==> config.mk <==
export PLATFORM = sky130hd
export DESIGN_NAME = uart_duty_rx
export DESIGN_NICKNAME = d
export VERILOG_FILES = /design/src/rtl/uart_duty_rx.sv
export SDC_FILE = /design/constraint.sdc
export NUM_CORES = 1
export LEC_CHECK = 0
export ABC_AREA = 1
export ABC_CLOCK_PERIOD_IN_PS = 2650
export CAP_MARGIN = 20
export CORE_ASPECT_RATIO = 1.4
export CORE_MARGIN = 8
export CORE_UTILIZATION = 45
export DETAILED_ROUTE_END_ITERATION = 6
export PLACE_DENSITY = 0.71
export SLEW_MARGIN = 20
export SYNTH_ARGS = -nofsm -noshare
export SYNTH_HDL_FRONTEND = slang
export SYNTH_SLANG_ARGS = --single-unit
==> constraint.sdc <==
create_clock -name clk -period 2.65 [get_ports clk]
set_clock_uncertainty 0.1 [all_clocks]
set_input_delay 0.265 -clock clk [delete_from_list [all_inputs] [get_ports clk]]
set_output_delay 0.265 -clock clk [all_outputs]
set_load 0.05 [all_outputs]
==> src/rtl/uart_duty_rx.sv <==
`timescale 1ns/1ps
// uart_duty_rx: 8N1 UART receiver that loads the PWM duty register.
// Ports:
//   clk           system clock
//   rst_i         async active-high reset
//   rx_i          serial line, idles high
//   duty_o        last good byte
//   duty_valid_o  1-cycle pulse on duty_o update
//   frame_err_o   1-cycle pulse on low stop bit
//   busy_o        high while not IDLE
module uart_duty_rx #(
  parameter int unsigned TICK_DIV = 65,
  parameter logic [7:0]  DUTY_RST = 8'h00
) (
  input  logic       clk,
  input  logic       rst_i,
  input  logic       rx_i,
  output logic [7:0] duty_o,
  output logic       duty_valid_o,
  output logic       frame_err_o,
  output logic       busy_o
);

  typedef enum logic [2:0] {
    IDLE,
    START,
    DATA,
    STOP,
    WAIT_HIGH
  } state_t;

  localparam logic [15:0] DIV_LAST = 16'(TICK_DIV - 1);

  state_t      state_q;
  logic        rx_meta_q;
  logic        rx_sync_q;
  logic [15:0] div_q;
  logic [3:0]  tcnt_q;
  logic [2:0]  bit_q;
  logic [7:0]  shift_q;
  logic        counting;
  logic        tick;
  logic        rxs;

  assign rxs      = rx_sync_q;
  // Tick divider only runs while a frame is being timed.
  assign counting = (state_q == START) || (state_q == DATA) ||
                    (state_q == STOP);
  assign tick     = counting && (div_q == DIV_LAST);
  assign busy_o   = (state_q != IDLE);

  always_ff @(posedge clk or posedge rst_i) begin
    if (rst_i) begin
      rx_meta_q <= 1'b1;
      rx_sync_q <= 1'b1;
    end else begin
      rx_meta_q <= rx_i;
      rx_sync_q <= rx_meta_q;
    end
  end

  always_ff @(posedge clk or posedge rst_i) begin
    if (rst_i) begin
      state_q      <= IDLE;
      div_q        <= '0;
      tcnt_q       <= '0;
      bit_q        <= '0;
      shift_q      <= '0;
      duty_o       <= DUTY_RST;
      duty_valid_o <= 1'b0;
      frame_err_o  <= 1'b0;
    end else begin
      duty_valid_o <= 1'b0;
      frame_err_o  <= 1'b0;

      if (!counting || tick) div_q <= '0;
      else                   div_q <= div_q + 16'd1;

      if (tick) tcnt_q <= tcnt_q + 4'd1;

      unique case (state_q)
        IDLE: begin
          if (!rxs) begin
            state_q <= START;
            tcnt_q  <= '0;
          end
        end
        START: begin
          // Mid start bit: a high line here was only a glitch.
          if (tick && tcnt_q == 4'd7) begin
            tcnt_q <= '0;
            if (!rxs) begin
              state_q <= DATA;
              bit_q   <= '0;
            end else begin
              state_q <= IDLE;
            end
          end
        end
        DATA: begin
          if (tick && tcnt_q == 4'd15) begin
            tcnt_q  <= '0;
            shift_q <= {rxs, shift_q[7:1]};
            if (bit_q == 3'd7) state_q <= STOP;
            else               bit_q   <= bit_q + 3'd1;
          end
        end
        STOP: begin
          if (tick && tcnt_q == 4'd15) begin
            tcnt_q <= '0;
            if (rxs) begin
              duty_o       <= shift_q;
              duty_valid_o <= 1'b1;
              state_q      <= IDLE;
            end else begin
              frame_err_o <= 1'b1;
              state_q     <= WAIT_HIGH;
            end
          end
        end
        WAIT_HIGH: begin
          // Break condition: stay here until the line returns high.
          if (rxs) state_q <= IDLE;
        end
        default: state_q <= IDLE;
      endcase
    end
  end

endmodule
# Word level (Yosys, flattened, before mapping)
# Index checks and enable logic that the tools add are counted.
# totals
register_bits	46
in_bits	3
out_inout_bits	11
wordCells	70
# classes
n_addsub	3
eq_ne	16
mux	26
reduce_logical	15
# op_table
cell	n
two-way mux 3 bit	11
adder 16 x 1 -> 16 bit, second input constant	1
equality test 16 x 7 -> 1 bit, second input constant	1
two-way mux 16 bit	1
two-way mux 4 bit	4
case mux 3 bit (5 select lines)	1
case mux 4 bit (3 select lines)	1
!= test 2 x 1 -> 1 bit, second input constant	4
!= test 2 bit, second input constant	4
equality test 3 x 2 -> 1 bit, second input constant	2
equality test 3 bit, second input constant	2
two-way mux 1 bit	6
case mux 3 bit (2 select lines)	1
AND reduction 6 bit	1
AND reduction 5 bit	1
adder 4 x 1 -> 4 bit, second input constant	1
equality test 4 x 3 -> 1 bit, second input constant	1
equality test 4 bit, second input constant	1
adder 3 x 1 -> 3 bit, second input constant	1
equality test 3 x 1 -> 1 bit, second input constant	1
logical AND 1 bit	3
logical NOT 3 bit	1
logical OR 1 bit	3
AND reduction 3 bit	1
6 further kinds	6

# Depth between registers and ports, before layout
# Gate-level depths: netlist (run 1).
# depth
ltp_word	7
depth_mapped	12
ltp_nobuf	12

# Least setup slack after synthesis (run 1)
# Ideal clock, no wire load.
# synth_timing
kind	register to register
startpoint	register div_q[0]
endpoint	register duty_o[1]
setup_time_ps	119
arrival_ps	1437
required_ps	2431
slack_ps	995
path_stages_with_launch	11
n_path_buf	1
synth_period_minus_slack_ps	1655
cell_sequence	dfrtp_1 inv_1 ha_1 nand3_1 nor2_2 nand2_2 nor2_8 nand4_4 buf_6 nand2_2 o21ai_2
# synth_between
elab_chain_len	4
# synth_rtl
item	line	source
start: declaration	37	logic [15:0] div_q;
start signal: assignment	77	else div_q <= div_q + 16'd1;
equality test 16 x 7 -> 1 bit	49	assign tick = counting && (div_q == DIV_LAST);
logical AND 1 bit	49	
logical AND 1 bit	109	if (tick && tcnt_q == 4'd15) begin
AND reduction 3 bit (no source line)	-	
end signal: assignment	112	duty_o <= shift_q;
end: declaration	18	output logic [7:0] duty_o,
# No other way between the ends.
# A chain may end at the register's enable or synchronous reset.

# Worst setup path after layout (run 1)
# layout_timing
startpoint	register state_q[2]
endpoint	output busy_o
# layout_between
elab_chain_len	1
# layout_rtl
item	line	source
start: declaration	34	state_t state_q;
start signal: assignment	64	state_q <= IDLE;
start signal: assignment	84	state_q <= START;
start signal: assignment	93	state_q <= DATA;
nonzero test 3 bit	50	assign busy_o = (state_q != IDLE);
end: declaration	21	output logic busy_o
# No other way between the ends.

==> results by group, run 1 <==
Die
  – Horiz. Die Dim: 77.5 microns
  – Core area: 0.00516 sq mm
  – Die height: 102 microns
  – Initial core utilization: 0.462
  – Rows: 31
  – Die Area: roughly 0.0079 sq mm
  – IO Pins: 14

Synthesis
  – Yosys top cell area share: 0.462
  – Synth cell count leaders: nand2_1, inv_1, dfrtp_1
  – Most common cell in the netlist: nand2_1
  – Warnings from Yosys: 0
  – Cell taking the most area after synthesis: dfrtp_1
  – FF+latch count, synth: 46
  – Cells after synthesis: ~290
  – Number of synthesized flops with an enable pin: 0
  – Cell variety after synth: 25
  – Async S/R FF share, synth: 1.00
  – Largest cells by area after synthesis: dfrtp_1, nand2_1, inv_1, nor2_1, o21ai_2
  – Synth Area per Inst: around 8 sq um
  – Mapped Area: 0.00238 sq mm
  – Top FF cell, synth: dfrtp_1
  – Sequential-to-total area share from yosys stat: 0.484
  – Synthesized net count: 299

Flow run
  – Max-cap viol count: 0

Critical path
  – Crit end category: primary output
  – Crit path max fanout: 7
  – CP startpoint kind: flop
  – CP peak stage delay: roughly 0.80 ns
  – Crit path DAT: 1.76 ns
  – WS Path Type: flop to primary output
  – Worst-path cell chain: nor3_1 > inv_1 > clkdlybuf4s50_1
  – Slowest-stage cell, CP: clkdlybuf4s50_1
  – Worst path required time: 2.29 ns

Min path
  – Min-delay worst type: input pin to async pin

Power
  – Pwr Density: between 400 and 500 mW/mm^2
  – Leakage power figure: between 1 and 1.5 nW
  – VDD IR-drop max: ~370 uV

Route
  – Post-route DRC: 0
  – 1st-iter DRT viols: 62
  – DR pass1 iterations: 5
  – Vias per inst: 4.81
  – ANT nets after route: 0
  – Vias: 1,812
  – WL final: 4.29 mm
  – Routed WL per cell: 11.4 microns

Global routing
  – GR Util All Layers: 0.115
  – Vias in the first global route: 1,736
  – First-pass GRT wire length: 7.51 mm
  – Largest net degree at the start of global routing: 31
  – Final global-route overflow total: 0
  – Antenna violations before repair: 0

Clocking
  – Root buf cell: clkbuf_8
  – Setup Buffers After CTS: 0
  – Clk sink count: 46
  – Clk buf depth: 2
  – Resized Gates After CTS: 0
  – Clk slew on worst S/H paths: approximately 0.09 ns
  – Inserted Clock Buffers: 5
  – Hold bufs inserted after CTS: 0
  – CTS tree: done
  – Clock latency on the worst-skew pair: ~0.30 ns
  – H-tree depth: 2

STA
  – Relative slew slack: 0.596
  – Final hold vios: 0
  – Fin crit period: 2.12 ns
  – Total negative slack: 0 ns
  – Period utilization: 0.802
  – Final setup fails: 0
  – Worst-margin pin slew: 0.605 ns
  – RSZ-0062 raised after global routing: false
  – Peak Freq: 471 MHz
  – Fin. max-slew vios: 0

Cells and area
  – N_diodes: 0
  – Number of fill cells: 487
  – Final #Nets: 318
  – Final core occ: 0.522
  – Area growth, synth to finish: 13.1%
  – Final cell count without fillers: 377
  – Register area: 0.00115 sq mm
  – Layout cells sized above 1: 0.148
  – Area of the multi-input gates: 0.00102 sq mm

Run status
  – Status: completed

Placement
  – Dpl cells: about 370
  – HPWL after DPL: 3.31 mm
  – IO buf count: 13
  – Routability cong.: 0.808
[area by class of cell]
cell class                      count  share of cell area
Clock buffer                        5              0.0255
Clock inverter                      3              0.0163
Inverter                           48              0.0669
Multi-Input combinational cell    194               0.379
Sequential cell                    46               0.428
Tap cell                           66              0.0307
Timing Repair Buffer               15              0.0539
[registers in the layout, summed over array words and instances (netlist names)]
name,count
bit_q,3
div_q,16
duty_o,8
duty_valid_o,1
frame_err_o,1
rx_meta_q,1
rx_sync_q,1
shift_q,8
state_q,3
tcnt_q,4
[layout by cell type (no fill, tap or decap), types with 2 or more instances in the layout]
cell type,n
nand2_1,69
inv_1,44
dfrtp_1,44
nor2_1,37
o21ai_2,15
nand3_1,14
clkdlybuf4s50_1,13
a21oi_1,11
nand4_1,10
o21ai_0,9
nor2_2,6
ha_1,5
clkbuf_8,5
inv_2,4
nand2_2,4
nor3_1,4
nor2_4,2
xor2_1,2
buf_4,2
dfstp_2,2
[metal layers]
| metal | vias up | GRT usage | routed length [microns] |
|---|---|---|---|
| met5 | - | 0 | 0 |
| met4 | 0 | 0.0437 | 46 |
| met3 | 6 | 0.0273 | 107 |
| met2 | 26 | 0.213 | 2260 |
| met1 | 827 | 0.124 | 1870 |
| li1 | 953 | - | - |
[critical path: cells and delay by family, from the launching register on]
family	cells	cell delay, ns
DFF	1	0.49
and+or+nand+nor	1	0.09
buffers and inverters	2	0.87
[logic make-up (layout without fill, tap and decap cells)]
kind of cell,count (synthesis),in the layout,share of synthesized area
AOI/OAI and AO/OA,37,37,0.104
adders and majority gates,5,5,0.0263
buffers and inverters,51,71,0.0872
and+or+nand+nor,149,149,0.287
DFF,46,46,0.484
xor gates and xnor gates,3,3,0.0110
[power by group]
part / leakage, nW / total, W / internal [W] / switching, W
sequential: 0.621 / 0.000706 / 0.000704 / 0.00000161
clock: 0.0585 / 0.000527 / 0.000283 / 0.000245
combinational: 0.707 / 0.0000207 / 0.00000516 / 0.0000156
[final timing paths]
check                                start         to  slack (ns)  cells after the start
worst max register to register    div_q[0]  tcnt_q[0]        0.79                     11
worst min-delay path                 rst_i   div_q[3]        0.26                      2
worst max-delay path            state_q[2]     busy_o        0.53                      3
worst min register to register   rx_meta_q  rx_sync_q        0.26                      0
min in group clk                 rx_meta_q  rx_sync_q        0.26                      0
max in group asynchronous            rst_i  rx_sync_q        1.56                      3
[stage by stage]
step / hold WS (ns) / setup WS [ns] / power [W] / area, sq um
2_1_floorplan: 0.169 / 0.995 / 0.000732 / 2380
3_3_place_gp: 0.248 / 0.798 / 0.000742 / 2580
3_5_place_dp: 0.248 / 0.772 / 0.000742 / 2580
4_1_cts: 0.259 / 0.507 / 0.00127 / 2690
5_1_grt: 0.258 / 0.459 / 0.00130 / 2690
6_report: 0.256 / 0.526 / 0.00125 / 2690
No activity file was read; power rests on OpenSTA's default activity.
==> inputs of run 2 (changes only) <==
--- a/config.mk
+++ b/config.mk
@@ -6,13 +6,13 @@
 export NUM_CORES = 1
 export LEC_CHECK = 0
 export ABC_AREA = 1
-export ABC_CLOCK_PERIOD_IN_PS = 2650
+export ABC_CLOCK_PERIOD_IN_PS = 1900
 export CAP_MARGIN = 20
 export CORE_ASPECT_RATIO = 1.4
 export CORE_MARGIN = 8
 export CORE_UTILIZATION = 45
 export DETAILED_ROUTE_END_ITERATION = 6
-export PLACE_DENSITY = 0.71
+export PLACE_DENSITY = 0.73
 export SLEW_MARGIN = 20
 export SYNTH_ARGS = -nofsm -noshare
 export SYNTH_HDL_FRONTEND = slang
==> constraint.sdc (replaced) <==
create_clock -name clk -period 1.9 [get_ports clk]
set_clock_uncertainty 0.1 [all_clocks]
set_input_delay 0.19 -clock clk [delete_from_list [all_inputs] [get_ports clk]]
set_output_delay 0.19 -clock clk [all_outputs]
set_load 0.05 [all_outputs]
==> results by group, run 2 (synthesis gave the netlist of run 1 again) <==
Route
  – Vias: 1,856
  – Routed WL per cell: roughly 11 microns
  – 1st-iter DRT viols: between 100 and 150
  – DR pass1 iterations: 4
  – ANT nets after route: 0
  – WL final: ~4.4 mm
  – Post-route DRC: 0
  – Vias per inst: slightly below 5

Critical path
  – Critical path buffers and inverters: 1
  – RR Startpoint: div_q[0]
  – CP startpoint kind: flop
  – WS Path Type: flop to primary output
  – FF-to-FF path depth: 11
  – Worst path required time: 1.61 ns
  – Crit end category: primary output
  – Delay-heaviest family, CP: buffers and inverters
  – Crit path max fanout: 2
  – Slowest-stage cell, CP: clkdlybuf4s50_1
  – Reg2reg setup slack: 0.13 ns
  – Worst-path cell chain: clkdlybuf4s50_1
  – Worst r2r dst: tcnt_q[3]
  – Crit path DAT: 1.50 ns
  – CP peak stage delay: 0.81 ns

Die
  – IO Pins: 14
  – Die Area: 0.00791 sq mm
  – Rows: 31
  – Initial core utilization: 0.462
  – Core area: 0.00516 sq mm
  – Die height: 102 microns
  – Horiz. Die Dim: 77.5 microns

Run status
  – Status: completed

Cells and area
  – Most frequent cells in the layout: nand2_1, inv_1, dfrtp_1
  – Number of fill cells: around 480
  – Layout cells sized above 1: 0.176
  – Area growth, synth to finish: 15.9%
  – Biggest regs: div_q (16), duty_o (8), shift_q (8)
  – Max reg flops: 16
  – Design area: 0.00276 sq mm
  – Final core occ: 0.535
  – N_diodes: 0
  – Commonest non-fill, non-tap cell in the layout: nand2_1
  – Most flop-heavy register: div_q
  – Final #Nets: 325

Clocking
  – CTS tree: done
  – Clk buf depth: 2
  – Root buf cell: clkbuf_8
  – Inserted Clock Buffers: 5
  – H-tree depth: 2
  – Clk sink count: 46
  – Clk slew on worst S/H paths: ~0.10 ns
  – Clock latency on the worst-skew pair: 0.31 ns

STA
  – Slack of the critical path: about 0.11 ns
  – Period utilization: 0.942
  – Fin crit period: 1.79 ns
  – Total negative slack: 0 ns
  – Hold slack: 0.110 ns
  – RSZ-0062 raised after global routing: true
  – Worst-margin pin slew: 0.502 ns
  – Relative slew slack: 0.664
  – Fin. max-slew vios: 0
  – Final hold vios: 0
  – Peak Freq: 559 MHz
  – Final setup fails: 0

Power
  – Pwr Density: roughly 600 mW/mm^2
  – Clock power frac: 0.391
  – Register share of total power: 0.589
  – Comb pwr share: 0.020
  – VDD IR-drop max: 465 uV
  – P_int: 0.00127 W
  – Sw Pwr: 0.000404 W
  – Leakage power figure: 1.44 nW
  – Sw frac: 0.242

Flow run
  – Max-cap viol count: 0

Global routing
  – First-pass GRT wire length: 7.96 mm
  – Final global-route overflow total: 0
  – Largest net degree at the start of global routing: 22
  – GR Util All Layers: 0.123
  – Vias in the first global route: 1,885
  – Antenna violations before repair: 0

Placement
  – Routability cong.: 0.820
  – HPWL after DPL: about 3.4 mm
  – Setup WS pre-CTS: 0.0572 ns
  – DP Area: between 0.002 and 0.003 sq mm
  – IO buf count: 13

Min path
  – Min-delay worst type: input pin to async pin
[run 2: area by class of cell]
| class | instances | area, sq um | area share |
|---|---|---|---|
| Clock buffer | 5 | 68.8 | 0.0249 |
| Clock inverter | 3 | 28.8 | 0.0104 |
| Inverter | 48 | 180 | 0.0653 |
| Multi-Input combinational cell | 194 | 1030 | 0.372 |
| Sequential cell | 46 | 1150 | 0.418 |
| Tap cell | 66 | 82.6 | 0.0299 |
| Timing Repair Buffer | 22 | 218 | 0.0789 |
[run 2: layer usage]
layer,vias up,wire (microns),global-route usage,share of wire
li1,968,-,-,-
met1,852,1880,0.133,0.43
met2,29,2310,0.226,0.53
met3,7,144,0.0299,0.033
met4,0,55,0.0481,0.013
met5,-,0,0,0
[run 2: repair_timing]
item	4_1_cts	5_1_grt
gates resized for setup	0	2
buffers inserted	0	1
setup endpoints to repair	0	25
hold buffers	0	0
[run 2: worst max path at each step]
stage | from | endpoint | slack, ns | cells past startpoint
floorplan | div_q[0] | duty_o[1] | 0.24 | 10
detailed placement | div_q[0] | duty_o[4] | 0.06 | 9
global placement | div_q[0] | duty_o[5] | 0.08 | 9
global route | div_q[0] | bit_q[0] | -0.03 | 11
CTS | div_q[0] | duty_o[4] | 0.06 | 9
finish | duty_o[5] | duty_o[5] | 0.11 | 1
[run 2: power groups by stage]
stage	clock [W]	sequential [W]	combinational, W
after floorplan	0	0.00100	0.0000173
after global placement	0	0.00100	0.0000348
after detailed placement	0	0.00100	0.0000350
after CTS	0.000669	0.000985	0.0000350
after global routing	0.000702	0.000985	0.0000397
final	0.000654	0.000985	0.0000330
[run 2: per-stage QoR]
| step | total power (W) | cells |
|---|---|---|
| 2_1_floorplan | 0.00102 | 291 |
| 3_3_place_gp | 0.00104 | 375 |
| 6_report | 0.00167 | 384 |
| 5_1_grt | 0.00173 | 384 |
| 3_5_place_dp | 0.00104 | 375 |
| 4_1_cts | 0.00169 | 383 |
==> inputs of run 3 (changes only) <==
--- a/config.mk
+++ b/config.mk
@@ -10,9 +10,9 @@
 export CAP_MARGIN = 20
 export CORE_ASPECT_RATIO = 1.4
 export CORE_MARGIN = 8
-export CORE_UTILIZATION = 45
+export CORE_UTILIZATION = 50
 export DETAILED_ROUTE_END_ITERATION = 6
-export PLACE_DENSITY = 0.73
+export PLACE_DENSITY = 0.79
 export SLEW_MARGIN = 20
 export SYNTH_ARGS = -nofsm -noshare
 export SYNTH_HDL_FRONTEND = slang
==> results by group, run 3 (synthesis gave the netlist of run 1 again) <==
Run status
  – Status: completed

STA
  – Final setup fails: 0
  – Final hold vios: 0
  – Worst-margin pin slew: 0.512 ns
  – Fin. max-slew vios: 0
  – Peak Freq: 560 MHz
  – Relative slew slack: 0.658
  – Fin crit period: 1.79 ns
  – Period utilization: 0.940

Clocking
  – Clk buf depth: 2
  – CTS tree: done
  – Clk sink count: between 40 and 50
  – Clk slew on worst S/H paths: 0.09 ns
  – Inserted Clock Buffers: 5
  – Root buf cell: clkbuf_8
  – Hold bufs inserted after CTS: 0
  – Clock latency on the worst-skew pair: ~0.30 ns
  – H-tree depth: 2

Cells and area
  – Biggest regs: div_q (16), duty_o (8), shift_q (8)
  – Register area: 0.00115 sq mm
  – N_diodes: 0
  – Max reg flops: 16
  – Final cell count without fillers: between 300 and 400
  – Layout cells sized above 1: 0.192
  – Number of fill cells: 421
  – Area growth, synth to finish: 16.1%
  – Area of the multi-input gates: 0.00104 sq mm
  – Commonest non-fill, non-tap cell in the layout: nand2_1
  – Final #Nets: 325
  – Most flop-heavy register: div_q
  – Design area: 0.00276 sq mm
  – Most frequent cells in the layout: nand2_1, dfrtp_1, inv_1

Critical path
  – WS Path Type: flop to primary output
  – Crit end category: primary output
  – Worst-path cell chain: clkdlybuf4s50_1
  – Slowest-stage cell, CP: clkdlybuf4s50_1
  – CP startpoint kind: flop
  – Delay-heaviest family, CP: buffers and inverters
  – Worst path required time: 1.61 ns
  – Crit path max fanout: 2
  – CP peak stage delay: 0.82 ns
  – Critical path buffers and inverters: 1
  – Crit path DAT: 1.50 ns

Route
  – DR pass1 iterations: 6
  – ANT nets after route: 0
  – Vias: 1,891
  – Post-route DRC: 0
  – WL final: 4.53 mm
  – 1st-iter DRT viols: 110
  – Routed WL per cell: 11.9 microns
  – Vias per inst: about 5

Die
  – Horiz. Die Dim: 74.3 microns
  – Die height: 97.7 microns
  – IO Pins: 14
  – Die Area: 0.00726 sq mm
  – Initial core utilization: 0.521
  – Core area: roughly 0.0046 sq mm
  – Rows: 29

Power
  – Leakage power figure: roughly 1.4 nW
  – VDD IR-drop max: 546 uV
  – Pwr Density: 580 mW/mm^2

Placement
  – DP Area: approximately 0.0026 sq mm
  – HPWL after DPL: between 3 and 4 mm
  – IO buf count: 13
  – Routability cong.: 0.872
  – Dpl cells: between 300 and 400

Global routing
  – Antenna violations before repair: 0
  – Final global-route overflow total: 0
  – Vias in the first global route: 1,898
  – GR Util All Layers: 0.138
  – Largest net degree at the start of global routing: 23
  – First-pass GRT wire length: 7.90 mm

Min path
  – Min-delay worst type: input pin to async pin

Flow run
  – Max-cap viol count: 0
==> run 3: metal layers <==
layer | up-vias | share of wire | global-route usage
met5 | - | 0 | 0
met4 | 0 | 0.020 | 0.0652
met3 | 7 | 0.029 | 0.0393
met2 | 30 | 0.54 | 0.239
met1 | 889 | 0.41 | 0.146
li1 | 965 | - | -
==> run 3: worst register-to-register path, delay by kind of cell, from the launching register on <==
family                     cells  cell delay (ns)
AOI/OAI and AO/OA              1             0.05
adders and majority gates      1             0.19
buffers and inverters          2             0.24
DFF                            1             0.42
and+or+nand+nor                6             0.68
==> run 3: stage by stage <==
step	hold slack (ns)	total power (W)	worst slack (ns)	util	setup TNS, ns
floorplan	0.0945	0.00102	0.245	-	0
global placement	0.246	0.00104	0.121	0.576	0
detailed placement	0.249	0.00104	0.0335	0.576	0
CTS	0.0488	0.00163	0.0179	0.595	0
global route	0.0577	0.00168	-0.0198	0.605	-0.0410
finish	0.0444	0.00160	0.114	0.605	0
==> run 3: path summary, 6_finish.rpt <==
check                      depth (start not counted)  slack, ns  startpoint           end
max                                                1       0.11   duty_o[6]     duty_o[6]
min                                                2       0.04       rst_i  duty_valid_o
max reg2reg                                       10       0.12    div_q[0]     duty_o[4]
min reg2reg                                        0       0.26   rx_meta_q     rx_sync_q
max in group asynchronous                          3       1.11       rst_i     rx_sync_q
min in group clk                                   1       0.19        rx_i     rx_meta_q
==> run 3: final cells by class <==
cell class | count | share of cell area
Clock buffer | 5 | 0.0249
Clock inverter | 3 | 0.00770
Inverter | 48 | 0.0652
Multi-Input combinational cell | 194 | 0.377
Sequential cell | 46 | 0.417
Tap cell | 62 | 0.0281
Timing Repair Buffer | 22 | 0.0797
==> run 3: what timing repair did <==
| item | CTS | global route |
|---|---|---|
| setup buffers | 0 | 1 |
| setup endpoints to repair | 0 | 25 |
| hold endpoints to repair | 0 | 0 |
| resized for setup | 0 | 8 |
==> run 3: power breakdown <==
group / leakage, nW / switching (W) / internal (W) / total (W)
clock network: 0.0441 / 0.000328 / 0.000258 / 0.000587
logic: 0.771 / 0.0000230 / 0.00000999 / 0.0000329
registers: 0.621 / 0.00000222 / 0.000982 / 0.000984
total: 1.44 / 0.000353 / 0.00125 / 0.00160
